## src/rtl/defines.vh

```
// Global PIO bus width macros shared by the package and the top.
`ifndef PIO_DEFINES_VH
`define PIO_DEFINES_VH
`define PIO_NBITS 32
`define PIO_RANGE `PIO_NBITS-1:0
`endif

```

## src/rtl/type_package.sv

```systemverilog
// type_package: shared types for pio_master.
//   pio_cmd_type : registered host command (rw, addr, wdata)
//   pio_state_e  : access FSM states
`include "defines.vh"
package type_package;

    localparam int unsigned PIO_NBITS = `PIO_NBITS;
    localparam int unsigned TIMER_W   = 16;

    typedef struct packed {
        logic                 rw;
        logic [PIO_NBITS-1:0] addr;
        logic [PIO_NBITS-1:0] wdata;
    } pio_cmd_type;

    typedef enum logic [2:0] {
        IDLE = 3'd0,
        ADDR = 3'd1,
        DATA = 3'd2,
        WAIT = 3'd3,
        RESP = 3'd4
    } pio_state_e;

endpackage

```

## src/rtl/pio_master_timer.sv

```systemverilog
// pio_master_timer: WAIT-state cycle budget counter.
//   clk, rstn : clock, async active-low reset
//   clear     : zero the count (entering WAIT)
//   enable    : count this cycle (in WAIT)
//   expire_c  : combinational, high during the last budgeted WAIT cycle
module pio_master_timer
    import type_package::*;
#(
    parameter int unsigned TIMEOUT_CYCLES = 1024
) (
    input  logic clk,
    input  logic rstn,
    input  logic clear,
    input  logic enable,
    output logic expire_c
);

    logic [TIMER_W-1:0] count_q;
    logic [TIMER_W-1:0] count_d;

    // Count starts at 0 in the first WAIT cycle, so cycle N-1 is the Nth.
    always_comb begin
        count_d = count_q;
        if (clear) begin
            count_d = '0;
        end else if (enable) begin
            count_d = count_q + TIMER_W'(1);
        end
    end

    assign expire_c = enable && (count_q == TIMER_W'(TIMEOUT_CYCLES - 1));

    always_ff @(posedge clk or negedge rstn) begin
        if (!rstn) begin
            count_q <= '0;
        end else begin
            count_q <= count_d;
        end
    end

endmodule

```

## src/rtl/pio_master.sv

```systemverilog
// pio_master: single-outstanding host-to-PIO bus access master.
//   cmd_*  : host command handshake (valid/ready, rw, addr, wdata)
//   rsp_*  : host completion handshake (valid/ready, rdata, err)
//   pio_*  : PIO bus start strobe, direction, addr/wdata beats, ack/rvalid/rdata
// Optional feature macro PIO_MASTER_TIMEOUT_EN adds a WAIT timeout
// (TIMEOUT_CYCLES, legal 2..65535) reporting rsp_err=1, rdata=all-ones.
`include "defines.vh"
module pio_master
    import type_package::*;
#(
    parameter int unsigned TIMEOUT_CYCLES = 1024
) (
    input  logic                  clk,
    input  logic                  rstn,
    input  logic                  cmd_valid,
    output logic                  cmd_ready,
    input  logic                  cmd_rw,
    input  logic [`PIO_NBITS-1:0] cmd_addr,
    input  logic [`PIO_NBITS-1:0] cmd_wdata,
    output logic                  rsp_valid,
    input  logic                  rsp_ready,
    output logic [`PIO_NBITS-1:0] rsp_rdata,
    output logic                  rsp_err,
    output logic                  pio_start,
    output logic                  pio_rw,
    output logic [`PIO_RANGE]     pio_addr_wdata,
    input  logic                  pio_ack,
    input  logic                  pio_rvalid,
    input  logic [`PIO_RANGE]     pio_rdata
);

    if (TIMEOUT_CYCLES < 2 || TIMEOUT_CYCLES > 65535) begin : g_bad_timeout
        $error("pio_master: TIMEOUT_CYCLES out of range 2..65535");
    end

    pio_state_e             state_q, state_d;
    pio_cmd_type            cmd_q, cmd_d, cur_cmd;
    logic                   cmd_ready_q, cmd_ready_d;
    logic                   rsp_valid_q, rsp_valid_d;
    logic                   rsp_err_q, rsp_err_d;
    logic [PIO_NBITS-1:0]   rsp_rdata_q, rsp_rdata_d;
    logic                   pio_start_q, pio_start_d;
    logic                   pio_rw_q, pio_rw_d;
    logic [PIO_NBITS-1:0]   pio_aw_q, pio_aw_d;
    logic                   done_c;
    logic                   expire_c;

`ifdef PIO_MASTER_TIMEOUT_EN
    logic timer_clear_c;
    logic timer_en_c;

    assign timer_clear_c = (state_d == WAIT) && (state_q != WAIT);
    assign timer_en_c    = (state_q == WAIT);

    pio_master_timer #(
        .TIMEOUT_CYCLES(TIMEOUT_CYCLES)
    ) u_timer (
        .clk      (clk),
        .rstn     (rstn),
        .clear    (timer_clear_c),
        .enable   (timer_en_c),
        .expire_c (expire_c)
    );
`else
    assign expire_c = 1'b0;
`endif

    // Next state, command capture and response payload.
    always_comb begin
        state_d     = state_q;
        cmd_d       = cmd_q;
        cur_cmd     = cmd_q;
        rsp_err_d   = rsp_err_q;
        rsp_rdata_d = rsp_rdata_q;
        done_c      = 1'b0;
        case (state_q)
            IDLE: begin
                if (cmd_valid && cmd_ready_q) begin
                    cmd_d   = '{rw: cmd_rw, addr: cmd_addr, wdata: cmd_wdata};
                    cur_cmd = cmd_d;
                    state_d = ADDR;
                end
            end
            ADDR: state_d = cmd_q.rw ? WAIT : DATA;
            DATA: state_d = WAIT;
            WAIT: begin
                // Only the strobe matching the direction completes; completion beats expiry.
                done_c = cmd_q.rw ? pio_rvalid : pio_ack;
                if (done_c) begin
                    state_d     = RESP;
                    rsp_err_d   = 1'b0;
                    rsp_rdata_d = cmd_q.rw ? pio_rdata : '0;
                end else if (expire_c) begin
                    state_d     = RESP;
                    rsp_err_d   = 1'b1;
                    rsp_rdata_d = '1;
                end
            end
            RESP: begin
                if (rsp_ready) begin
                    state_d     = IDLE;
                    rsp_err_d   = 1'b0;
                    rsp_rdata_d = '0;
                end
            end
            default: state_d = IDLE;
        endcase

        // Registered outputs follow the state being entered.
        cmd_ready_d = (state_d == IDLE);
        rsp_valid_d = (state_d == RESP);
        pio_start_d = (state_d == ADDR);
        pio_rw_d    = ((state_d == ADDR) || (state_d == DATA)) ? cur_cmd.rw : 1'b0;
        pio_aw_d    = '0;
        if (state_d == ADDR) begin
            pio_aw_d = cur_cmd.addr;
        end else if (state_d == DATA) begin
            pio_aw_d = cur_cmd.wdata;
        end
    end

    always_ff @(posedge clk or negedge rstn) begin
        if (!rstn) begin
            state_q     <= IDLE;
            cmd_q       <= '0;
            cmd_ready_q <= 1'b0;
            rsp_valid_q <= 1'b0;
            rsp_err_q   <= 1'b0;
            rsp_rdata_q <= '0;
            pio_start_q <= 1'b0;
            pio_rw_q    <= 1'b0;
            pio_aw_q    <= '0;
        end else begin
            state_q     <= state_d;
            cmd_q       <= cmd_d;
            cmd_ready_q <= cmd_ready_d;
            rsp_valid_q <= rsp_valid_d;
            rsp_err_q   <= rsp_err_d;
            rsp_rdata_q <= rsp_rdata_d;
            pio_start_q <= pio_start_d;
            pio_rw_q    <= pio_rw_d;
            pio_aw_q    <= pio_aw_d;
        end
    end

    assign cmd_ready      = cmd_ready_q;
    assign rsp_valid      = rsp_valid_q;
    assign rsp_err        = rsp_err_q;
    assign rsp_rdata      = rsp_rdata_q;
    assign pio_start      = pio_start_q;
    assign pio_rw         = pio_rw_q;
    assign pio_addr_wdata = pio_aw_q;

endmodule

```

## config.mk

```make
export PLATFORM = sky130hd
export DESIGN_NAME = pio_master
export DESIGN_NICKNAME = d
export VERILOG_FILES = /design/src/rtl/type_package.sv /design/src/rtl/pio_master_timer.sv /design/src/rtl/pio_master.sv
export VERILOG_INCLUDE_DIRS = /design/src /design/src/rtl
export SDC_FILE = /design/constraint.sdc
export NUM_CORES = 1
export LEC_CHECK = 0
export CORE_ASPECT_RATIO = 1.2
export CORE_UTILIZATION = 38
export DETAILED_ROUTE_END_ITERATION = 7
export GPL_ROUTABILITY_DRIVEN = 0
export PLACE_DENSITY_LB_ADDON = 0.25
export SYNTH_ARGS = -nofsm -noshare
export SYNTH_HDL_FRONTEND = slang
export SYNTH_HIERARCHICAL = 1
export SYNTH_SLANG_ARGS = --single-unit
```

## constraint.sdc

```tcl
create_clock -name clk -period 1.55 [get_ports clk]
set_input_delay 0.2325 -clock clk [delete_from_list [all_inputs] [get_ports clk]]
set_output_delay 0.2325 -clock clk [all_outputs]
set_load 0.05 [all_outputs]
```

==> impl_results.md <==
* Synthesized area per cell at 13.6 µm²
* Clk pwr share at 18.1%
* Pleak at 3.04 nW
* Reg-to-Reg Start: state_q[1]
* CP peak stage delay at 0.36 ns
* R2R Path End: rsp_rdata[15]
* Design Power at 12.3 mW
* Largest net degree at the start of global routing at 34
* WL/cell at 16.3 µm
* Data required time of the worst path at 1.81 ns
* Post-Syn Area at 4290 µm²
* Antenna violations before repair at 0
* GR peak layer: met2
* Root Buffer: clkbuf_16
* PortBufs at 170
* Final setup fails at 0
* Layout area overhead at 51.8%
* Outcome: complete, no violations
* Worst VDD drop at 0.000767 V
* Vias at 3156
* Crit path buffers/inverters at 4
* Final hold vios at 0
* Antenna Cells at 0
* # IOs at 172
* CTS tree: built
* Startpoint types: flop
* Worst Reg-to-Reg Cells at 6
* H-tree levels at 3
* Max-cap violations at 0
* Worst setup startpoint: state_q[1]
* Worst min path class: primary input to asynchronous set/reset pin
* DRC at 0
* Critical path's slowest cell: dfrtp_1
* Fmax at 665 MHz
* Cts bufs inserted at 9
* Register area share after synthesis at 60.7%
* Die X at 98.9 µm
* Period utilisation layout at 97.0%
* M3 GR Usage at 5.80%
* CORE AREA at 11000 µm²
* Met2 Usage GRT at 27.7%
* Flop pwr share at 34.2%
* PwrDens at 1900 nW/µm²
* Die height at 118 µm
* First-pass GRT wire length at 15800 µm
* Std-Cell Rows at 42
* Fin nets at 599
* Initial DRC Count at 83
* Met1 GRT Util at 21.4%
* Yosys top cell area share at 60.7%
* Sw frac at 40.9%
* CP top delay family: buffers and inverters
* Routed Antenna Nets at 0
* Initial core utilization at 39.0%
* Post-layout min period at 1.50 ns
* Logic pwr share at 47.7%
* Setup Crit Path Kind: flop to flop
* Final WL at 10300 µm
* DRT Pass-1 Iters at 4
* CTS Sinks at 104
* R2R setup slack at 0.05 ns
* Main area contributors after synthesis: dfrtp_1, mux2i_1, mux2_4
* Sw Pwr at 5.04 mW
* Final core occ at 59.2%
* Global Route Usage Sum at 17.3%
* Max clock buf depth at 2
* Unrepaired setup endpoints after global routing: yes
* Pint at 7.30 mW
* Via-to-Cell Ratio at 4.99
* Global route total overflow at 0
* Skew final at 0.00436 ns
* YS warnings at 6
* CP arrival at 1.76 ns
* Worst-path clk slew at 0.07 ns
* Instance count of the mapped netlist at 315
* Final setup TNS at 0 ns
* Yosys reg bits at 104
* Clock Latency Late Sink at 0.34 ns
* CP endpoint kind: flop
* Die area at 11700 µm²
* Area leader, netlist: dfrtp_1
* Synth unique cells at 27
* Crit-path cells: buf_4 > inv_2 > nor4_4 > buf_6 > buf_12 > mux2i_2
* Post-detail-place hpwl at 7000 µm
* Fin. max-slew vios at 0
* Number of global-route vias before repair at 3222
* Share of cells above drive strength 1 at 29.1%
* Crit-path max FO at 11
* Syn_nets at 418
==> sequential cells by signal, summed over array words and instances, names as in the netlist <==
register        flops
cmd_q              33
pio_addr_wdata     32
rsp_rdata          32
state_q             3
cmd_ready           1
pio_rw              1
pio_start           1
rsp_valid           1
==> logic make-up after synthesis <==
kind of cell    count (synthesis)  share of synthesized area, %
mux                            67                          18.5
compound gates                 35                          7.12
buf+inv                        31                          4.53
simple gates                   77                          8.99
flops                         104                          60.7
other cells                     1                        0.0875
==> stage by stage <==
step                      area (µm²)  hold slack, ns  setup slack [ns]  instances
final                           6500           0.355            0.0459        633
after CTS                       6390           0.363           0.00268        628
after global routing            6500           0.379           -0.0177        633
after floorplan                 4290         -0.0631            0.0533        315
after global placement          6090           0.187            -0.142        611
after detailed placement        6090           0.183            -0.211        611
==> area by class of cell <==
class	instances	area, µm²
clock buffers	10	239
clock inverters	6	57.6
fillers	887	4480
inverters	3	11.3
multi-input cells	180	1510
flip-flops and latches	104	2600
well taps	132	165
repair buffers	198	1910
==> layout by cell type (no fill, tap or decap), types with 2 or more instances in the layout <==
cell             count
a22o_1              32
buf_12               9
buf_4               82
buf_6                2
clkbuf_16           12
clkdlybuf4s50_1    101
clkinv_4             2
dfrtp_1            103
inv_2                2
inv_6                2
inv_8                2
mux2_1              10
mux2_4              23
mux2i_1             32
mux2i_2              2
nand2_1             32
nand3_1             32
nor2_1               2
nor4_4               2
or2_1                2
==> cell usage after synthesis <==
cell	n
nor4_4	1
nand4bb_1	1
nand2_1	32
mux2i_1	34
inv_2	2
and4_1	1
or3b_1	1
buf_6	8
mux2_1	11
and3_2	1
a22o_1	32
dfrtp_1	104
buf_2	11
nor4_2	1
buf_4	1
nand3_1	32
mux2_4	22
o31a_2	1
and2_1	1
inv_1	1
a311o_1	1
nor2_1	3
o21ai_0	1
nor3_1	1
conb_1	1
clkbuf_1	8
or2_1	2
==> metal layers <==
layer | part of all wire [%] | up-vias | wire length, µm
met4 | 1.9 | 0 | 193
li1 | - | 1474 | -
met2 | 48 | 129 | 4980
met3 | 8.2 | 17 | 841
met5 | 0 | - | 0
met1 | 42 | 1536 | 4300
==> power by group through the flow <==
| stage | logic [mW] | registers (mW) | clock network [mW] |
|---|---|---|---|
| after floorplan | 2.01 | 6.09 | 0 |
| after global placement | 5.64 | 4.22 | 0 |
| after detailed placement | 5.76 | 4.26 | 0 |
| after CTS | 5.77 | 4.23 | 2.31 |
| after global routing | 6.22 | 4.34 | 2.43 |
| final | 5.88 | 4.22 | 2.24 |
==> repair_timing <==
| item | CTS | global route |
|---|---|---|
| cloned | 0 | 3 |
| endpoints found under the hold margin | 22 | 0 |
| gates resized for setup | 0 | 7 |
| setup buffers | 0 | 2 |
| pin swaps | 1 | 1 |
| setup endpoints to repair | 1 | 52 |
| hold buffers | 1 | 0 |
==> worst max path at each step <==
stage | end | slack [ns] | depth (start not counted)
2_1_floorplan | cmd_q[10] | 0.05 | 5
3_3_place_gp | cmd_q[5] | -0.14 | 4
3_5_place_dp | rsp_rdata[24] | -0.21 | 5
4_1_cts | rsp_rdata[15] | 0.003 | 4
5_1_grt | rsp_rdata[15] | -0.02 | 6
6_report | rsp_rdata[15] | 0.05 | 6
Note: power is estimated with default switching activity, not from simulation.
